===== src/rtl/instr_sequencer.sv =====
// Autonomous fetch-and-issue sequencer for the 9-bit processor: reads instruction memory,
// drives the DIN/Run handshake, tracks completions and watches for a hung core.
module instr_sequencer #(
  parameter int         AW      = 8,
  parameter logic [2:0] IMM_OP  = 3'b001,
  parameter logic [2:0] HALT_OP = 3'b111,
  parameter int         TIMEOUT = 64
) (
  input  logic          Clock,
  input  logic          Reset,
  input  logic          Start,
  input  logic [AW-1:0] StartAddr,
  input  logic          Stop,
  output logic [AW-1:0] imem_addr,
  input  logic [8:0]    imem_rdata,
  output logic [8:0]    DIN,
  output logic          Run,
  input  logic          Done,
  output logic [AW-1:0] pc,
  output logic          Busy,
  output logic          Halted,
  output logic          Error,
  output logic [15:0]   instr_count
);

  localparam int WDW = (TIMEOUT > 2) ? $clog2(TIMEOUT) : 1;

  typedef enum logic [2:0] {
    S_IDLE, S_FETCH, S_ISSUE, S_IMM, S_WAIT, S_HALTED, S_ERROR
  } state_t;

  state_t          state_q, state_d;
  logic [AW-1:0]   pc_q, pc_d;
  logic [15:0]     cnt_q, cnt_d;
  logic            stop_q, stop_d;
  logic [WDW-1:0]  wdog_q, wdog_d;
  logic            complete;
  logic            busy;
  logic [2:0]      opcode;

  assign opcode = imem_rdata[8:6];
  assign busy   = (state_q == S_FETCH) || (state_q == S_ISSUE) ||
                  (state_q == S_IMM)   || (state_q == S_WAIT);

  always_comb begin
    state_d  = state_q;
    pc_d     = pc_q;
    cnt_d    = cnt_q;
    stop_d   = stop_q;
    wdog_d   = '0;
    complete = 1'b0;

    if (busy && Stop) stop_d = 1'b1;

    case (state_q)
      S_IDLE, S_HALTED, S_ERROR: begin
        if (Start) begin
          pc_d    = StartAddr;
          cnt_d   = '0;
          stop_d  = 1'b0;
          state_d = S_FETCH;
        end
      end
      S_FETCH: begin
        pc_d    = pc_q + AW'(1);
        state_d = S_ISSUE;
      end
      S_ISSUE: begin
        if (opcode == HALT_OP) begin
          state_d = S_HALTED;
        end else if (opcode == IMM_OP) begin
          pc_d    = pc_q + AW'(1);
          state_d = S_IMM;
        end else begin
          state_d = S_WAIT;
        end
      end
      S_IMM: begin
        if (Done) complete = 1'b1;
        else      state_d  = S_WAIT;
      end
      S_WAIT: begin
        // Watchdog holds 0 on the entry cycle; timeout fires on the TIMEOUT-th waiting cycle.
        if (Done) begin
          complete = 1'b1;
        end else if (wdog_q == WDW'(TIMEOUT - 1)) begin
          state_d = S_ERROR;
        end else begin
          wdog_d = wdog_q + WDW'(1);
        end
      end
      default: state_d = S_IDLE;
    endcase

    if (complete) begin
      cnt_d   = (cnt_q == 16'hFFFF) ? cnt_q : cnt_q + 16'd1;
      state_d = (stop_q || Stop) ? S_IDLE : S_FETCH;
    end
  end

  always_ff @(posedge Clock or posedge Reset) begin
    if (Reset) begin
      state_q <= S_IDLE;
      pc_q    <= '0;
      cnt_q   <= '0;
      stop_q  <= 1'b0;
      wdog_q  <= '0;
    end else begin
      state_q <= state_d;
      pc_q    <= pc_d;
      cnt_q   <= cnt_d;
      stop_q  <= stop_d;
      wdog_q  <= wdog_d;
    end
  end

  assign imem_addr   = pc_q;
  assign pc          = pc_q;
  assign DIN         = ((state_q == S_ISSUE) || (state_q == S_IMM)) ? imem_rdata : 9'd0;
  assign Run         = (state_q == S_ISSUE) && (opcode != HALT_OP);
  assign Busy        = busy;
  assign Halted      = (state_q == S_HALTED);
  assign Error       = (state_q == S_ERROR);
  assign instr_count = cnt_q;

endmodule


===== config.mk =====
export PLATFORM = sky130hd
export DESIGN_NAME = instr_sequencer
export DESIGN_NICKNAME = d
export VERILOG_FILES = /design/src/rtl/instr_sequencer.sv
export SDC_FILE = /design/constraint.sdc
export NUM_CORES = 1
export LEC_CHECK = 0
export CAP_MARGIN = 40
export CORE_MARGIN = 10
export CORE_UTILIZATION = 37
export CTS_CLUSTER_DIAMETER = 120
export DETAILED_ROUTE_END_ITERATION = 8
export GPL_TIMING_DRIVEN = 0
export PLACE_DENSITY = 0.69
export SYNTH_ARGS = -nofsm -noshare
export SYNTH_HDL_FRONTEND = slang
export SYNTH_SLANG_ARGS = --single-unit

===== constraint.sdc =====
create_clock -name Clock -period 4.6 [get_ports Clock]
set_input_delay 0.92 -clock Clock [delete_from_list [all_inputs] [get_ports Clock]]
set_output_delay 0.92 -clock Clock [all_outputs]
set_load 0.05 [all_outputs]

Word-level counts from Yosys, hierarchy flattened
Cells that the tools add are included.
Word-level totals
  word-level logic and storage cells: 69
  flip-flop bits (word level): 34
  output and inout port bits: 45
Operators by class
  multiplexer cells: 26
  eq/ne operators: 19
  reductions and logical operators: 16
  add/sub/neg operators: 3
Operator list (count)
  2-to-1 mux 16 bit: 4
  2-to-1 mux 8 bit: 3
  case mux 8 bit (3 select lines): 1
  2-to-1 mux 3 bit: 7
  2-to-1 mux 6 bit: 3
  adder 16 x 1 -> 16 bit (second input constant): 1
  == test 16 bit (second input constant): 1
  case mux 3 bit (5 select lines): 1
  == test 3 bit (second input constant): 4
  != test 3 bit (second input constant): 4
  2-to-1 mux 9 bit: 1
  adder 8 x 1 -> 8 bit (second input constant): 1
  AND reduction 4 bit: 2
  adder 6 x 1 -> 6 bit (second input constant): 1
  == test 3 x 1 -> 1 bit (second input constant): 2
  == test 3 x 2 -> 1 bit (second input constant): 2
  == test 6 bit (second input constant): 1
  2-to-1 mux 1 bit: 6
  != test 2 bit (second input constant): 3
  logical OR 1 bit: 5
  nonzero test 2 bit: 2
  zero test 3 bit: 1
  != test 3 x 2 -> 1 bit (second input constant): 1
  AND reduction 3 bit: 1
  5 further kinds: 6

Longest topological paths before layout
  depth in word-level cells: 8
  depth in mapped cells: 7
  gate-level depth less buffers: 6

Worst setup path after synthesis
OpenSTA, ideal clock, no wires.
  path kind: input port to output port
  start point: in imem_rdata[7]
  end point: out Run
  buffers on the path: 0
  data arrival time: 2237 ps
  slack: 1443 ps
  stages on the path: 1
  cell sequence: a311oi_1
Between the ends
  word-level cells in the longest chain between the ends: 2
RTL lines
  start: declaration: RTL line 15  | input logic [8:0] imem_rdata,
  != test 3 bit: RTL line 120  | assign Run = (state_q == S_ISSUE) && (opcode != HALT_OP);
  logical AND 1 bit: RTL line 120
  end: declaration: RTL line 17  | output logic Run,
No other way between the ends.

Worst setup path after layout
Ends and elaborated chain as after synthesis.

==> flow_summary.json <==
{
  "fp-row-count": 27,
  "p_total_mw": 2.03,
  "synthFlopType": "dfrtp_1",
  "dp_hpwl_um": 4470,
  "async_flop_share_pct": 100,
  "postCtsSetupRepairBufs": 0,
  "grt_util_met3_pct": 5.17,
  "worstPathMaxFanout": 4,
  "power_frac_seq_pct": 22.1,
  "rr_worst_depth": 6,
  "r2r-end": "instr_count[14]",
  "syn_nets": 268,
  "fin_ws_ns": 1.15,
  "antenna_found_initial": 0,
  "wl_um": 5820,
  "regToRegStartpoint": "instr_count[0]",
  "root_buffer": "clkbuf_8",
  "dr.pass1.iters": 4,
  "core_area_um2": 5570,
  "endpoint_kind": "output pin",
  "ys.warnings.count": 0,
  "pwr-share-clk_pct": 13.8,
  "hold_buffers": 0,
  "slew_headroom_pct": 41.2,
  "intPower_mw": 1.03,
  "max_freq_mhz": 290,
  "finalCritPeriodShare_pct": 74.9,
  "mostFrequentLayoutCells": "clkdlybuf4s50_1 (66), dfrtp_1 (34), o21ai_0 (27)",
  "drv_slew": 0,
  "required_ns": 3.68,
  "hp-class": "reg2reg",
  "start_util_pct": 38.8,
  "grt_use_total_pct": 13.2,
  "max-vdd-ir-drop_mv": 0.399,
  "dp.cells": 382,
  "holdPathStages": 1,
  "dieArea_um2": 9310,
  "cp-start-kind": "input port",
  "yosysSeqAreaShare_pct": 39.3,
  "power_density_nw_per_um2": 664,
  "netlist_instances": 243,
  "detail-route-antenna-nets": 0,
  "p_sw_share_pct": 49.3,
  "drc_errors": 0,
  "hold_start": "wdog_q[0]",
  "fin_cells": 389,
  "synth_top_cell_by_area": "dfrtp_1",
  "rsz0062_at_grt": "no",
  "cts_made_buffers": 5,
  "die_w_um": 96.5,
  "tightest_slew_ns": 0.875,
  "layout-drive-gt1-share_pct": 11.7,
  "p_leak_nw": 1.24,
  "die_h_um": 96.5,
  "tns_ns": 0,
  "synth_edf_count": 0,
  "ios": 67,
  "grt_pass1_wl_um": 9850,
  "use_met1_pct": 17.7,
  "nFillCells": 520,
  "vias_per_cell": 5.30,
  "postCtsResizedCells": 0,
  "synth.top_cell.area_share_pct": 39.3,
  "syn_to_final_growth_pct": 41.2,
  "cts_sinks": 34,
  "ys_top_cells_by_area": "dfrtp_1 (39%), o21ai_0 (6.2%), a21oi_1 (3.7%), nor2_1 (3.6%), and2_1 (3.5%)",
  "insertion_delay_ns": 0.29,
  "syn_area_um2": 2160,
  "clock_path_buffers": 2,
  "place_congestion": 0.824,
  "path_class": "in2out",
  "arrival_ns": 2.53,
  "nNetsFinal": 342,
  "grt_overflow": 0,
  "switchingPower_mw": 1.00,
  "grt-busiest-layer": "met2",
  "cts_tree": "done",
  "comb_power_share_pct": 64.0,
  "fin_util_pct": 54.8,
  "dr.first_iter.drc_count": 132,
  "ys_types": 51,
  "grt_pass1_vias": 1969,
  "maxCapViolCount": 0,
  "outcome": "finished clean",
  "fin_crit_ns": 3.45,
  "htreeDepth": 2,
  "synth_seq_cells": 34,
  "critical_path.startpoint": "imem_rdata[7]",
  "syn_area_per_cell_um2": 8.90,
  "grt_use_met2_pct": 18.5,
  "vias": 2060,
  "place_ws_ns": 1.16,
  "worst_hold_path.endpoint": "wdog_q[0]",
  "grt_max_degree": 19,
  "final_common_cell": "clkdlybuf4s50_1",
  "r2r_slack_ns": 2.51,
  "io_buffers": 66,
  "avgRoutedWirePerCell_um": 15.0,
  "antennaDiodeCount": 0,
  "setup_viol": 0,
  "fin_worst_skew_ns": 0.00817,
  "hold_viol": 0,
  "clkTransAtPathRegs_ns": 0.06
}
-- per-stage QoR --
stage          area [um^2]  hold WS (ns)
2_1_floorplan         2160         0.472
3_3_place_gp          2910         0.502
3_5_place_dp          2940         0.505
4_1_cts               3050         0.516
5_1_grt               3050         0.560
6_report              3050         0.511
-- Yosys cell counts, drive strengths merged (2+ instances only) --
cell type	count
nor4b	2
nor2	21
and2	12
buf	14
and3	3
a31oi	7
nand4	3
clkbuf	3
nand2b	4
xnor2	3
ha	3
nand3	14
a22o	2
a21o	3
o22a	2
inv	7
xor2	4
or3	2
mux2	3
o21ai	29
dfrtp	34
nor3	7
a21oi	16
nor4	3
nand2	16
nor3b	4
mux2i	3
a311oi	2
o41ai	3
nor2b	3
-- final cells by class --
| cell class | instances | area, um^2 | share of cell area (%) |
|---|---|---|---|
| clock inverter | 1 | 30.0 | 0.983 |
| clock buffer | 6 | 82.6 | 2.70 |
| timing repair buffer | 67 | 688 | 22.5 |
| tap | 72 | 90.1 | 2.95 |
| inverter | 7 | 26.3 | 0.860 |
| sequential | 34 | 851 | 27.9 |
| buffer | 17 | 120 | 3.93 |
| multi-input combinational | 185 | 1170 | 38.2 |
-- cell families (layout without fill, tap and decap cells) --
group / after synthesis / after routing / share of synthesized area (%)
simple gates: 97 / 97 / 24.9
compound gates: 72 / 72 / 21.5
flops: 34 / 34 / 39.3
buf+inv: 24 / 98 / 6.77
xor+xnor: 7 / 7 / 2.83
mux: 6 / 6 / 2.95
fa+ha+maj: 3 / 3 / 1.74
-- worst max-delay path, cell delays in order --
cell and delay (ns):
clkdlybuf4s50_1 0.47, a311oi_1 0.28, clkdlybuf4s50_1 0.86
-- state kept, by name, summed over array words and instances (netlist names) --
name,flops
instr_count,16
imem_addr,8
wdog_q,6
state_q,3
stop_q,1
-- worst max path at each step --
stage	to	slack [ns]	depth (start not counted)
after floorplan	Run	1.44	1
after global placement	Run	1.15	3
after detailed placement	Run	1.16	3
after CTS	Run	1.14	3
after global routing	Run	1.08	3
final	Run	1.15	3
-- per-layer routing --
layer | share of wire, % | vias up | wire [um]
met5 | 0 | - | 0
met3 | 10 | 2 | 594
li1 | - | 1019 | -
met2 | 44 | 61 | 2570
met1 | 45 | 978 | 2610
met4 | 0.81 | 0 | 47
-- power groups by stage --
stage	Sequential [mW]	Combinational, mW	Clock [mW]
after CTS	0.448	1.31	0.290
after global placement	0.451	1.29	0
after floorplan	0.590	0.791	0
after global routing	0.462	1.41	0.302
after detailed placement	0.454	1.30	0
final	0.449	1.30	0.280
No activity file was read; power rests on OpenSTA's default activity.
